===== config.mk =====
export PLATFORM = sky130hd
export DESIGN_NAME = vrisc_core
export DESIGN_NICKNAME = d
export VERILOG_FILES = /design/src/rtl/vrisc_core.sv
export SDC_FILE = /design/constraint.sdc
export NUM_CORES = 1
export LEC_CHECK = 0
export BUFFER_PORTS_ARGS = -buffer_cell sky130_fd_sc_hd__buf_2
export CAP_MARGIN = 10
export CORE_MARGIN = 3
export CORE_UTILIZATION = 30
export DETAILED_ROUTE_END_ITERATION = 16
export RECOVER_POWER = 50
export SETUP_SLACK_MARGIN = 0.5
export SLEW_MARGIN = 20
export SYNTH_ARGS = -nofsm -noshare
export SYNTH_HDL_FRONTEND = slang
export SYNTH_SLANG_ARGS = --single-unit
export TNS_END_PERCENT = 30

===== constraint.sdc =====
create_clock -name clk -period 4.57 [get_ports clk]
set_input_delay 0.457 -clock clk [delete_from_list [all_inputs] [get_ports clk]]
set_output_delay 0.457 -clock clk [all_outputs]
set_load 0.01 [all_outputs]

===== src/rtl/vrisc_core.sv =====
// VeriRISC accumulator core: 3-bit opcode, one state per phase, wait-state
// capable memory port and single-step pause.
module vrisc_core #(
    parameter int DATA_W = 8,   // must be >= ADDR_W+3
    parameter int ADDR_W = 5,
    parameter int CNT_W  = 16
) (
    input  logic              clk,
    input  logic              rst_,
    output logic [ADDR_W-1:0] mem_addr,
    output logic              mem_rd,
    output logic              mem_wr,
    output logic [DATA_W-1:0] mem_wdata,
    input  logic [DATA_W-1:0] mem_rdata,
    input  logic              mem_ready,
    input  logic              step_en,
    input  logic              step_req,
    output logic              fetch,
    output logic              load_ir,
    output logic              retire,
    output logic              halt,
    output logic [ADDR_W-1:0] pc,
    output logic [DATA_W-1:0] accum,
    output logic [2:0]        opcode,
    output logic              zero,
    output logic [CNT_W-1:0]  retire_cnt
);

    typedef enum logic [2:0] {
        S_IDLE, S_IFETCH, S_DECODE, S_OPRD, S_OPWR, S_PAUSE, S_HALT
    } state_t;

    localparam logic [2:0] OP_HLT = 3'd0, OP_SKZ = 3'd1, OP_ADD = 3'd2, OP_AND = 3'd3,
                           OP_XOR = 3'd4, OP_LDA = 3'd5, OP_STO = 3'd6, OP_JMP = 3'd7;

    state_t              state, nstate, after_st;
    logic [DATA_W-1:0]   ir, acc_nxt;
    logic [ADDR_W-1:0]   pc_nxt, operand;

    assign opcode    = ir[DATA_W-1 -: 3];
    assign operand   = ir[ADDR_W-1:0];
    assign zero      = (accum == '0);
    assign mem_wdata = accum;
    assign after_st  = step_en ? S_PAUSE : S_IFETCH;

    always_comb begin
        nstate   = state;
        pc_nxt   = pc;
        acc_nxt  = accum;
        mem_addr = pc;
        mem_rd   = 1'b0;
        mem_wr   = 1'b0;
        fetch    = 1'b0;
        load_ir  = 1'b0;
        retire   = 1'b0;
        halt     = 1'b0;
        case (state)
            S_IDLE: nstate = S_IFETCH;
            S_IFETCH: begin
                mem_rd = 1'b1;
                fetch  = 1'b1;
                if (mem_ready) begin
                    load_ir = 1'b1;
                    nstate  = S_DECODE;
                end
            end
            S_DECODE: begin
                pc_nxt = pc + ADDR_W'(1);
                case (opcode)
                    OP_HLT: begin
                        pc_nxt = pc;
                        nstate = S_HALT;
                    end
                    OP_SKZ: begin
                        if (zero) pc_nxt = pc + ADDR_W'(2);
                        retire = 1'b1;
                        nstate = after_st;
                    end
                    OP_JMP: begin
                        pc_nxt = operand;
                        retire = 1'b1;
                        nstate = after_st;
                    end
                    OP_STO:  nstate = S_OPWR;
                    default: nstate = S_OPRD;
                endcase
            end
            S_OPRD: begin
                mem_addr = operand;
                mem_rd   = 1'b1;
                if (mem_ready) begin
                    case (opcode)
                        OP_ADD:  acc_nxt = accum + mem_rdata;
                        OP_AND:  acc_nxt = accum & mem_rdata;
                        OP_XOR:  acc_nxt = accum ^ mem_rdata;
                        default: acc_nxt = mem_rdata;
                    endcase
                    retire = 1'b1;
                    nstate = after_st;
                end
            end
            S_OPWR: begin
                mem_addr = operand;
                mem_wr   = 1'b1;
                if (mem_ready) begin
                    retire = 1'b1;
                    nstate = after_st;
                end
            end
            // step_req only matters here, so pulses elsewhere are simply lost
            S_PAUSE: if (step_req || !step_en) nstate = S_IFETCH;
            S_HALT:  halt = 1'b1;
            default: nstate = S_IDLE;
        endcase
    end

    always_ff @(posedge clk or negedge rst_) begin
        if (!rst_) begin
            state      <= S_IDLE;
            pc         <= '0;
            accum      <= '0;
            ir         <= '0;
            retire_cnt <= '0;
        end else begin
            state <= nstate;
            pc    <= pc_nxt;
            accum <= acc_nxt;
            if (load_ir) ir <= mem_rdata;
            if (retire)  retire_cnt <= retire_cnt + CNT_W'(1);
        end
    end

endmodule


# == After elaboration in Yosys (flattened, before gate mapping) ==
# Index checks and enable logic that the tools add are counted.
# classes
addsub,4
n_eq_ne,15
mux,18
n_bitwise,4
n_reduce_logical,11
# op_table
op,count
$pmux W8 S3,1
$eq A3 B3 Y1 const B,6
$pmux W3 S6,1
$add A16 B1 Y16 const B,1
$pmux W5 S3,1
$eq A3 B2 Y1 const B,4
$mux W3,4
$mux W5,2
$pmux W3 S3,1
$add A8 B8 Y8,1
$and A8 B8 Y8,1
$logic_not A8 Y1,1
$xor A8 B8 Y8,1
$mux W1,7
$eq A3 B1 Y1 const B,2
$logic_not A3 Y1,2
$reduce_or A2 Y1,3
$add A5 B1 Y5 const B,1
$add A5 B2 Y5 const B,1
$ne A2 B2 Y1 const B,2
$reduce_and A2 Y1,2
$reduce_and A4 Y1,1
$ne A2 B1 Y1 const B,1
$not A1 Y1,2
other kinds (3),3
# totals
reg_bits,40
input_bits,13
out_inout_bits,52
word_cells,57

# == Longest topological paths before layout ==
# Gate-level depths: netlist of run 1.
# depth
word_depth,4
depth_mapped,8
depth_no_buf,8

# == Worst setup path after synthesis of run 1 ==
# OpenSTA, ideal clock, no wires.
# synth_path
path_kind,flip-flop to flip-flop
startpoint,register accum[0]
endpoint,register accum[4]
setup_time_ps,126
t_arrival_ps,1788
required_time_ps,4444
slack_ps,2656
path_stages_with_launch,8
path_buffers,0
period_less_slack_ps,1914
path_cell_list,dfrtp_1 ha_1 inv_1 fa_1 nor2b_1 o31a_1 a2111oi_0 o32a_1
# synth_via
elab_chain_cells,2
# synth_rtl
item,line,source
"start, declared",23,"output logic [DATA_W-1:0] accum,"
"start signal, assigned",127,accum <= acc_nxt;
$add A8 B8 Y8,93,OP_ADD: acc_nxt = accum + mem_rdata;
$pmux W8 S3,92,case (opcode)
# No other way between the ends.
# A chain may end at the register's enable or synchronous reset.

# == Worst setup path in the final report of run 1 ==
# layout_path
startpoint,register ir[6]
endpoint,output retire
# layout_via
elab_chain_cells,4
elab_cells_between_ends,5
classes_between,eq/ne: 2; mux: 2; reduce/logical: 1
# layout_rtl
item,line,source
"start, declared",37,"logic [DATA_W-1:0] ir, acc_nxt;"
"start signal, assigned",128,if (load_ir) ir <= mem_rdata;
$eq A3 B1 Y1 or $eq A3 B3 Y1 (tied branches),69,case (opcode)
$reduce_or A2 Y1 (no source line) *,-,
$mux W1 *,69,
$pmux W1 S2 *,57,case (state)
"end, declared",20,"output logic retire,"
# Every way passes the cells marked *; elsewhere a longest branch is shown, timed or not.

==> run_results.csv, run 1 <==
group,metric,value,unit
worst_setup_path,worst_r2r_src,"ir[5]$_DFFE_PN0P_",
worst_setup_path,critPathKind,"flip-flop to primary output",
worst_setup_path,reg2reg_depth,5,
die,floorplan.die.width,103.4,um
synthesis,summed_instance_area_of_the_synthesized_netlist,2844,sq um
global_routing,grt_max_degree,41,
worst_setup_path,worst_ep_required_time,4.11,ns
route,routed_wirelength,7554,um
cts,cts_setup_buffers,0,
placed_design,routabilityCongestion,0.8777,
worst_setup_path,worst_ep_arrival_time,2.07,ns
cts,cts_made_buffers,5,
synthesis,synth_warnings,0,
outcome,status,"complete, but fails checks",
finish,antennaDiodeCount,0,
worst_setup_path,timing.critical_path.cells,"xnor2_2 > a32oi_4 > inv_4 > buf_2",
timing,maximum_clock_skew_at_final_layout,0.004247,ns
global_routing,grt_pass1_vias,2427,
synthesis,yosysUniqueCellTypes,68,
global_routing,globalRoute.totalOverflow,0,
power_and_ir_drop,power_per_cell_area,693.0,nW/um^2
route,routed_wire_length_per_instance,15.77,um
synthesis,asyncSetResetFlopFracSynth,100.0,%
worst_hold_path,holdCritPathClass,"primary input to flip-flop",
finish,postLayoutCoreUtil,36.16,%
global_routing,grt_pass1_wl,12370,um
synthesis,synth_edf_count,0,
worst_setup_path,worst-path-max-fanout,21,
worst_hold_path,holdCritStartpoint,"mem_rdata[6]",
finish,final_cell_count_no_fill,479,
route,via_count_normalized_by_instance_count,5.326,
cts,cts_hold_buf,0,
run,cap_violations,1,
synthesis,synth_fp_nets,332,
worst_setup_path,end_kind,"primary output",
placed_design,dp.final_hpwl,5598,um
worst_setup_path,critical-path-slowest-cell,"sky130_fd_sc_hd__dfrtp_1",
timing,final_count_of_hold_timing_violations,0,
cts,cts_tree,"done",
route,post-route-drc-count,0,
synthesis,synth_area_per_cell,9.264,sq um
synthesis,synth-main-ff-cell,"sky130_fd_sc_hd__dfrtp_1",
outcome,violations,"max-capacitance violations, max-slew violations",
timing,finalCriticalPeriod,2.525,ns
timing,drv_slew,41,
synthesis,ys_seq_area_share,35.20,%
placed_design,count_of_input_and_output_buffers,64,
cts,clk_path_buf_depth,2,
timing,finalSetupViolCount,0,
cts,worst_skew_pair.late_latency,0.30,ns
synthesis,synth_commonest_cells,"40 x sky130_fd_sc_hd__dfrtp_1, 25 x sky130_fd_sc_hd__nand2_1, 17 x sky130_fd_sc_hd__a21oi_1, 17 x sky130_fd_sc_hd__o21ai_0, 16 x sky130_fd_sc_hd__nor2_1",
worst_setup_path,worst_path_largest_cell_delay,0.78,ns
synthesis,cell_type_with_the_largest_total_area_after_synthesis,"sky130_fd_sc_hd__dfrtp_1",
placed_design,post-place-ws,2.223,ns
synthesis,netlist_instances,307,
timing,final.setup.worst_slack,2.045,ns
die,floorplan.rows,34,
timing,grt_setup_unrepaired,"no",
power_and_ir_drop,peakVddDrop,0.2407,mV
timing,slew-limit-headroom,-50.41,%
worst_setup_path,kind_of_start_point_of_the_critical_path,"flip-flop",
cts,cts_htree_levels,2,
die,start_util,31.68,%
cts,cts_root_buf,"sky130_fd_sc_hd__clkbuf_8",
cts,path_clk_slew,0.09,ns
timing,fin_crit_sh,55.25,%
synthesis,synth-seq-cells,40,
cts,cts_resized,0,
global_routing,grt_antenna_before_repair,0,
die,die_area,10680,sq um
worst_setup_path,cp-startpoint,"ir[6]$_DFFE_PN0P_",
die,io_pins,65,
route,postRouteAntennaNets,0,
synthesis,synth.most_common_cell,"sky130_fd_sc_hd__dfrtp_1",
finish,filler_cell_count,962,
synthesis,post-synth-top-area-fraction,35.20,%
synthesis,synth_top_cells_by_area,"sky130_fd_sc_hd__dfrtp_1 35%, sky130_fd_sc_hd__ha_1 4.8%, sky130_fd_sc_hd__xnor2_1 4.0%, sky130_fd_sc_hd__nand2_1 3.3%, sky130_fd_sc_hd__buf_4 3.2%",
finish,area_growth_syn_to_layout,14.12,%
global_routing,grt_use_total,14.66,%
die,die_height,103.4,um
power_and_ir_drop,p_leak,1.389,nW
route,detailedRoute.firstPassIterationCount,4,
finish,area_of_the_multi_input_gates,1643,sq um
die,coreArea,8976,sq um
finish,drive_above_1_share,18.41,%
route,total_number_of_vias,2551,
finish,net_total_in_the_final_layout,377,
finish,seqCellArea,1001,sq um
timing,final_sum_of_negative_setup_slack,0,ns
cts,tritoncts_num_sinks,40,
timing,fmax,396.0,MHz
worst_hold_path,min_delay_path_depth,2,
placed_design,place_inst,471,
timing,worstMarginPinSlew,2.256,ns
route,first_iter_violations,130,
## placed cells by master (no fill, tap or decap), drive strengths merged, types with 3 or more instances in the layout
| cell | n |
|---|---|
| a211oi | 4 |
| a21o | 4 |
| a21oi | 17 |
| a221oi | 5 |
| a31oi | 3 |
| and3 | 10 |
| buf | 37 |
| clkbuf | 32 |
| dfrtp | 40 |
| ha | 11 |
| inv | 11 |
| mux2 | 12 |
| nand2 | 25 |
| nand2b | 6 |
| nand3 | 8 |
| nand4 | 9 |
| nor2 | 17 |
| nor2b | 5 |
| nor3 | 3 |
| nor3b | 3 |
| nor4b | 3 |
| o211ai | 3 |
| o21ai | 19 |
| o22ai | 6 |
| xnor2 | 14 |
| xor2 | 4 |
## sequential cells by signal, summed over array words and instances (netlist names)
register    cells
state           3
accum           8
ir              8
retire_cnt     16
pc              5
## kinds of logic after synthesis
kind of cell / synth area share [%]
and+or+nand+nor: 19.58
AOI/OAI and AO/OA: 21.73
DFF: 35.20
buffers and inverters: 7.039
xor gates and xnor gates: 5.807
muxes: 5.103
adders and majority gates: 5.543
## layer usage
layer  part of all wire, %  wire, um  GRT usage [%]
met4                   1.1        81          3.685
met1                    46      3484          20.30
met3                   6.8       515          2.951
met5                     0         0              0
met2                    46      3472          23.43
## power by group
| part | internal [mW] | switching, mW | leakage (nW) |
|---|---|---|---|
| sequential | 0.475 | 0.258 | 0.497 |
| combinational | 0.528 | 0.678 | 0.837 |
| clock | 0.165 | 0.146 | 0.0548 |
## worst max-delay path: cells and delay by family (launching register included)
family                 cells  cell delay (ns)
XOR/XNOR                   1             0.25
flip-flops                 1             0.78
buffers and inverters      2             0.29
AO/OA/AOI/OAI              1             0.44
## final timing paths
| path | slack (ns) | end |
|---|---|---|
| min | 0.42 | ir[6]$_DFFE_PN0P_ |
| min reg2reg | 0.49 | retire_cnt[15]$_DFFE_PN0P_ |
| max reg2reg | 2.22 | pc[3]$_DFFE_PN0P_ |
| min in group asynchronous | 0.81 | retire_cnt[15]$_DFFE_PN0P_ |
| max in group asynchronous | 2.47 | ir[3]$_DFFE_PN0P_ |
| max | 2.04 | retire |
## layout make-up
type	instances	share of cell area [%]
Multi-Input combinational cell	231	50.62
Clock buffer	5	2.120
Sequential cell	40	30.84
Inverter	10	1.311
Timing Repair Buffer	64	8.828
Tap cell	126	4.857
Clock inverter	3	1.426
## stage by stage
step           total power [mW]  cell area (sq um)  hold slack [ns]
2_1_floorplan             1.630               2844           0.1614
3_3_place_gp              1.941               3164           0.4573
3_5_place_dp              1.960               3164           0.4722
4_1_cts                   2.281               3279           0.3262
5_1_grt                   2.459               3246           0.4179
6_report                  2.249               3246           0.4231
(Power assumes the default switching activity.)
==> run 2: changes to the inputs <==
--- a/config.mk
+++ b/config.mk
@@ -5,6 +5,7 @@
 export SDC_FILE = /design/constraint.sdc
 export NUM_CORES = 1
 export LEC_CHECK = 0
+export ABC_AREA = 1
 export BUFFER_PORTS_ARGS = -buffer_cell sky130_fd_sc_hd__buf_2
 export CAP_MARGIN = 10
 export CORE_MARGIN = 3
==> constraint.sdc (replaced) <==
create_clock -name clk -period 2.1 [get_ports clk]
set_input_delay 0.21 -clock clk [delete_from_list [all_inputs] [get_ports clk]]
set_output_delay 0.21 -clock clk [all_outputs]
set_load 0.01 [all_outputs]
==> run 2 against run 1 <==
Compared with the run above: the run now ends clean; synthesized cell count is 48% higher; setup slack got worse by 1.6 ns; power up 130%; cell count is 40% higher; global-route usage grew 0.92 points; synthesized area increased by 6.3%.
==> run_results.csv, run 2 <==
group,metric,value,unit
outcome,status,"finished, final reports clean",
route,routed_wirelength,8696,um
route,post-route-drc-count,0,
route,total_number_of_vias,3127,
worst_hold_path,timing.hold.worst_endpoint,"ir[0]$_DFFE_PN0P_",
power_and_ir_drop,p_leak,1.931,nW
worst_setup_path,critPathTopFamily,"flip-flops",
synthesis,cell_type_with_the_largest_total_area_after_synthesis,"sky130_fd_sc_hd__dfrtp_1",
global_routing,grt_pass1_wl,14320,um
worst_setup_path,kind_of_start_point_of_the_critical_path,"flip-flop",
worst_setup_path,worst_ep_required_time,1.89,ns
synthesis,yosysUniqueCellTypes,37,
worst_setup_path,worst_ep_arrival_time,1.45,ns
synthesis,synth_top_cells_by_area,"sky130_fd_sc_hd__dfrtp_1 33%, sky130_fd_sc_hd__nand2_1 19%, sky130_fd_sc_hd__inv_1 7.2%, sky130_fd_sc_hd__nand3_1 7.1%, sky130_fd_sc_hd__nor2_1 5.0%",
synthesis,synth_warnings,0,
die,coreArea,9774,sq um
synthesis,synth-main-ff-cell,"sky130_fd_sc_hd__dfrtp_1",
synthesis,summed_instance_area_of_the_synthesized_netlist,3023,sq um
timing,slew-limit-headroom,29.61,%
placed_design,routabilityCongestion,0.9282,
synthesis,ys_seq_area_share,33.11,%
worst_hold_path,holdCritStartpoint,"mem_rdata[0]",
synthesis,asyncSetResetFlopFracSynth,100.0,%
die,floorplan.rows,36,
finish,reg_top3,"retire_cnt: 16 flops, accum: 8 flops, ir: 8 flops",
timing,grt_setup_unrepaired,"yes",
power_and_ir_drop,power_per_cell_area,1338,nW/um^2
global_routing,grt_pass1_vias,2963,
global_routing,grt_antenna_before_repair,0,
route,postRouteAntennaNets,0,
timing,holdWs,0.1847,ns
synthesis,synth_fp_nets,479,
worst_setup_path,cp-startpoint,"state[2]$_DFFE_PN0P_",
global_routing,globalRoute.totalOverflow,0,
finish,leading_cell_type_in_the_layout_fill_and_taps_excluded,"sky130_fd_sc_hd__nand2_1",
placed_design,dp.final_hpwl,6208,um
worst_setup_path,regToRegSetupSlack,0.48,ns
synthesis,synth-seq-cells,40,
timing,fmax,601.1,MHz
synthesis,synth_commonest_cells,"155 x sky130_fd_sc_hd__nand2_1, 58 x sky130_fd_sc_hd__inv_1, 43 x sky130_fd_sc_hd__nand3_1, 40 x sky130_fd_sc_hd__dfrtp_1, 40 x sky130_fd_sc_hd__nor2_1",
cts,path_clk_slew,0.08,ns
timing,finalCriticalPeriod,1.664,ns
route,via_count_normalized_by_instance_count,4.667,
cts,cts_made_buffers,5,
worst_setup_path,worst_path_largest_cell_delay,0.45,ns
finish,top_reg_by_flops,"retire_cnt",
route,routed_wire_length_per_instance,12.98,um
cts,tritoncts_num_sinks,40,
timing,worstMarginPinSlew,1.056,ns
synthesis,synth_edf_count,0,
finish,antennaDiodeCount,0,
worst_hold_path,holdCritPathClass,"primary input to flip-flop",
finish,largest_register_ffs,16,
worst_setup_path,worst-path-buf-inv,3,
cts,worst_skew_pair.late_latency,0.29,ns
power_and_ir_drop,peakVddDrop,0.4657,mV
die,floorplan.die.width,106.4,um
cts,cts_htree_levels,2,
worst_setup_path,r2r-end,"accum[6]$_DFFE_PN0P_",
worst_hold_path,min_delay_path_depth,3,
synthesis,synth_area_per_cell,6.658,sq um
finish,net_total_in_the_final_layout,561,
finish,area_growth_syn_to_layout,26.95,%
placed_design,count_of_input_and_output_buffers,64,
worst_setup_path,end_kind,"primary output",
timing,fin_crit_sh,79.22,%
die,io_pins,65,
timing,final_sum_of_negative_setup_slack,0,ns
worst_setup_path,reg2reg_depth,12,
timing,finalSetupViolCount,0,
synthesis,netlist_instances,454,
worst_setup_path,timing.critical_path.cells,"buf_4 > nand3_4 > nand2_8 > buf_6 > nand2_2 > nand2_1 > buf_2",
finish,drive_above_1_share,22.53,%
run,cap_violations,0,
cts,cts_root_buf,"sky130_fd_sc_hd__clkbuf_8",
finish,layout.cells.most_common_list,"150 x sky130_fd_sc_hd__nand2_1, 51 x sky130_fd_sc_hd__inv_1, 40 x sky130_fd_sc_hd__nand3_1",
die,start_util,30.93,%
route,detailedRoute.firstPassIterationCount,5,
global_routing,grt_max_degree,41,
cts,cts_tree,"done",
synthesis,synth.most_common_cell,"sky130_fd_sc_hd__nand2_1",
route,first_iter_violations,140,
synthesis,post-synth-top-area-fraction,33.11,%
worst_setup_path,critical-path-slowest-cell,"sky130_fd_sc_hd__dfrtp_2",
die,die_area,11320,sq um
cts,clk_path_buf_depth,2,
timing,drv_slew,0,
timing,final_count_of_hold_timing_violations,0,
worst_setup_path,worst_r2r_src,"accum[0]$_DFFE_PN0P_",
worst_setup_path,critPathKind,"flip-flop to primary output",
worst_setup_path,worst-path-max-fanout,5,
die,die_height,106.4,um
timing,maximum_clock_skew_at_final_layout,0.005648,ns
global_routing,grt_use_total,15.58,%
[run 2: cell types whose count changed after synthesis, sizes merged, moves of 6 or more]
cell	previous run	this run
mux2	12	0
nand3	8	44
nand2	25	162
a21oi	17	10
xnor2	14	7
nand2b	6	0
and3	10	0
inv	10	62
nor2	17	42
[run 2: through the flow]
stage | cell area, sq um | setup slack [ns] | instances | total power [mW] | util, %
after detailed placement | 3426 | 0.4174 | 638 | 4.063 | 35.05
after floorplan | 3028 | 0.5031 | 454 | 3.324 | -
final | 3837 | 0.4363 | 670 | 5.134 | 39.26
after global routing | 3837 | 0.3489 | 670 | 5.631 | 39.26
after CTS | 3700 | 0.4279 | 660 | 4.911 | 37.85
after global placement | 3426 | 0.4351 | 638 | 4.042 | 35.05
[run 2: worst max path at each step]
stage	endpoint	slack (ns)	cells after the start
after floorplan	accum[4]$_DFFE_PN0P_	0.50	11
after global placement	retire_cnt[14]$_DFFE_PN0P_	0.44	8
after detailed placement	retire_cnt[5]$_DFFE_PN0P_	0.42	8
after CTS	mem_addr[1]	0.43	8
after global routing	accum[6]$_DFFE_PN0P_	0.35	12
final	mem_addr[1]	0.44	7
[run 2: routing by layer]
layer | global-route usage, % | routed length [um] | vias up
met2 | 27.33 | 4276 | 72
met4 | 4.348 | 138 | 0
li1 | - | - | 1598
met5 | 0 | 0 | -
met3 | 2.611 | 384 | 10
met1 | 19.66 | 3897 | 1447
[run 2: layout make-up]
| type | instances | area [sq um] |
|---|---|---|
| clock buffer | 6 | 82.58 |
| clock inverter | 2 | 10.01 |
| fill | 1062 | 5937 |
| inverter | 62 | 240.2 |
| multi-input combinational | 337 | 1837 |
| sequential | 40 | 1006 |
| tap | 133 | 166.4 |
| timing repair buffer | 90 | 495.5 |
[run 2: where the power goes]
part / leakage [nW] / switching, mW / internal (mW) / total, mW
logic: 1.37 / 1.90 / 1.28 / 3.18
registers: 0.505 / 0.371 / 1.04 / 1.41
clock network: 0.0510 / 0.279 / 0.263 / 0.542
total: 1.93 / 2.55 / 2.58 / 5.13
[run 2: logic make-up (layout without fill, tap and decap cells)]
| group | after synthesis | count (layout) | share of synthesized area (%) |
|---|---|---|---|
| AND/OR/NAND/NOR | 261 | 263 | 36.59 |
| XOR/XNOR | 15 | 15 | 4.595 |
| flip-flops | 40 | 40 | 33.11 |
| adder cells (fa/ha/maj) | 12 | 12 | 5.215 |
| buffers and inverters | 79 | 160 | 11.71 |
| AO/OA/AOI/OAI | 47 | 47 | 8.776 |
[run 2: worst min-delay path: stages]
cell and delay [ns]:
sky130_fd_sc_hd__buf_2 0.11, sky130_fd_sc_hd__nand2_1 0.06, sky130_fd_sc_hd__nand2_1 0.06
[run 2: what timing repair did]
action                                  4_1_cts  5_1_grt
gates cloned                                  2        0
pin swaps                                     7        8
gates resized for setup                      22       25
endpoints found under the hold margin         7        0
buffers inserted                             11       10
endpoints found under the setup margin       15       34
hold buffers                                  1        0
==> run 3: changes to the inputs <==
==> constraint.sdc (replaced) <==
create_clock -name clk -period 1.4 [get_ports clk]
set_input_delay 0.14 -clock clk [delete_from_list [all_inputs] [get_ports clk]]
set_output_delay 0.14 -clock clk [all_outputs]
set_load 0.01 [all_outputs]
==> run 3 against run 2 <==
Compared with the run above: the run now ends with negative setup slack left; critical path depth down 1; clock-buffer cell count up 1; flip-flop and latch count unchanged; critical path type unchanged; register-to-register slack worse by 0.71 ns; combinational power up 130%; power up 100%; utilization up 12 points; design area up 30%.
==> run_results.csv, run 3 (same netlist as run 2, synthesis figures left out) <==
group,metric,value,unit
global_routing,grt_max_degree,41,
cts,clk_path_buf_depth,2,
timing,final_sum_of_negative_setup_slack,-3.730,ns
finish,largest_register_ffs,16,
worst_setup_path,worst-path-max-fanout,4,
worst_setup_path,worst_ep_required_time,1.26,ns
placed_design,post-place-ws,-0.1676,ns
finish,post-route-cell-area,4997,sq um
die,die_height,106.4,um
power_and_ir_drop,p_leak,2.489,nW
route,via_count_normalized_by_instance_count,4.795,
finish,antennaDiodeCount,0,
timing,final_count_of_hold_timing_violations,0,
cts,tritoncts_num_sinks,40,
placed_design,routabilityCongestion,0.9127,
finish,layout.cells.most_common_list,"115 x sky130_fd_sc_hd__nand2_1, 67 x sky130_fd_sc_hd__buf_6, 43 x sky130_fd_sc_hd__inv_1",
worst_setup_path,reg2reg_depth,12,
cts,worst_skew_pair.late_latency,0.30,ns
timing,fmax,610.4,MHz
route,routed_wirelength,9885,um
placed_design,place_area,3860,sq um
timing,worstMarginPinSlew,0.5973,ns
cts,cts_htree_levels,2,
finish,final_cell_count_no_fill,718,
timing,fin_crit_sh,117.0,%
finish,drive_above_1_share,48.55,%
cts,cts_tree,"done",
die,die_area,11320,sq um
timing,finalCriticalPeriod,1.638,ns
timing,drv_slew,0,
finish,net_total_in_the_final_layout,609,
worst_setup_path,worst_ep_arrival_time,1.50,ns
finish,reg_top3,"retire_cnt: 16 flops, accum: 8 flops, ir: 8 flops",
die,coreArea,9774,sq um
route,total_number_of_vias,3443,
timing,grt_setup_unrepaired,"yes",
die,floorplan.rows,36,
finish,top_reg_by_flops,"retire_cnt",
global_routing,globalRoute.totalOverflow,0,
placed_design,dp.final_hpwl,6592,um
placed_design,count_of_input_and_output_buffers,64,
global_routing,grt_pass1_vias,3305,
global_routing,grt_pass1_wl,16010,um
power_and_ir_drop,peakVddDrop,0.7497,mV
die,start_util,30.93,%
power_and_ir_drop,power_per_cell_area,2066,nW/um^2
global_routing,grt_antenna_before_repair,0,
timing,holdWs,0.1027,ns
outcome,violations,"negative setup slack",
worst_setup_path,critPathKind,"flip-flop to primary output",
worst_setup_path,cp-startpoint,"state[1]$_DFFE_PN0P_",
run,cap_violations,0,
finish,area_growth_syn_to_layout,65.31,%
outcome,status,"complete, but fails checks",
timing,final.setup.worst_slack,-0.2382,ns
route,post-route-drc-count,0,
cts,cts_root_buf,"sky130_fd_sc_hd__clkbuf_8",
die,io_pins,65,
worst_setup_path,end_kind,"primary output",
finish,postLayoutCoreUtil,51.13,%
timing,slew-limit-headroom,60.18,%
power_and_ir_drop,report.power.total,10.32,mW
worst_setup_path,regToRegSetupSlack,-0.23,ns
cts,cts_made_buffers,5,
timing,maximum_clock_skew_at_final_layout,0.003883,ns
global_routing,grt_use_total,17.38,%
placed_design,place_inst,676,
worst_setup_path,worst_r2r_src,"accum[0]$_DFFE_PN0P_",
worst_setup_path,endpoint,"mem_addr[0]",
worst_setup_path,kind_of_start_point_of_the_critical_path,"flip-flop",
route,detailedRoute.firstPassIterationCount,4,
worst_setup_path,r2r-end,"accum[4]$_DFFE_PN0P_",
route,postRouteAntennaNets,0,
cts,path_clk_slew,0.08,ns
route,routed_wire_length_per_instance,13.77,um
route,first_iter_violations,145,
worst_hold_path,holdCritPathClass,"primary input to flip-flop",
die,floorplan.die.width,106.4,um
finish,leading_cell_type_in_the_layout_fill_and_taps_excluded,"sky130_fd_sc_hd__nand2_1",
timing,finalSetupViolCount,33,
-- run 3: timing repair --
| item | CTS | global route |
|---|---|---|
| pin swaps | 39 | 25 |
| hold endpoints to repair | 40 | 0 |
| endpoints found under the setup margin | 92 | 92 |
| hold buffers | 1 | 0 |
| gates resized for setup | 117 | 104 |
| buffers inserted | 21 | 10 |
| gates cloned | 2 | 0 |
-- run 3: per-layer routing --
metal  vias up  GRT usage [%]  wire length, um
met5         -              0                0
met3        18          3.036              425
met4         0          6.383              233
li1       1691              -                -
met2        96          28.73             4930
met1      1638          22.70             4294
-- run 3: cell type report --
type                    instances  area [sq um]
clock inverters                 1         5.005
repair buffers                140          1245
fillers                       918          4777
clock buffers                   7         76.32
well taps                     133         166.4
inverters                      62         250.2
flip-flops and latches         40          1021
multi-input cells             335          2233
-- run 3: how the worst min path moves through the flow --
stage | from | end | depth (start not counted) | slack [ns]
2_1_floorplan | rst_ | accum[0]$_DFFE_PN0P_ | 0 | -0.16
3_3_place_gp | rst_ | retire_cnt[13]$_DFFE_PN0P_ | 2 | 0.13
3_5_place_dp | rst_ | retire_cnt[13]$_DFFE_PN0P_ | 2 | 0.14
4_1_cts | mem_rdata[7] | ir[7]$_DFFE_PN0P_ | 3 | 0.09
5_1_grt | mem_rdata[2] | ir[2]$_DFFE_PN0P_ | 3 | 0.10
6_report | mem_rdata[2] | ir[2]$_DFFE_PN0P_ | 3 | 0.10
-- run 3: worst max-delay path: stages, from the launching register on --
cell	delay, ns
sky130_fd_sc_hd__dfrtp_1	0.44
sky130_fd_sc_hd__buf_4	0.16
sky130_fd_sc_hd__nand2_2	0.09
sky130_fd_sc_hd__nand2_4	0.08
sky130_fd_sc_hd__buf_4	0.17
sky130_fd_sc_hd__o21ai_2	0.12
sky130_fd_sc_hd__buf_2	0.15
-- run 3: where the power goes --
group / switching [mW] / internal [mW] / total, mW / leakage [nW]
Sequential: 0.565 / 1.58 / 2.15 / 0.490
Clock: 0.429 / 0.351 / 0.780 / 0.0422
Combinational: 3.77 / 3.62 / 7.39 / 1.96
Total: 4.77 / 5.55 / 10.3 / 2.49
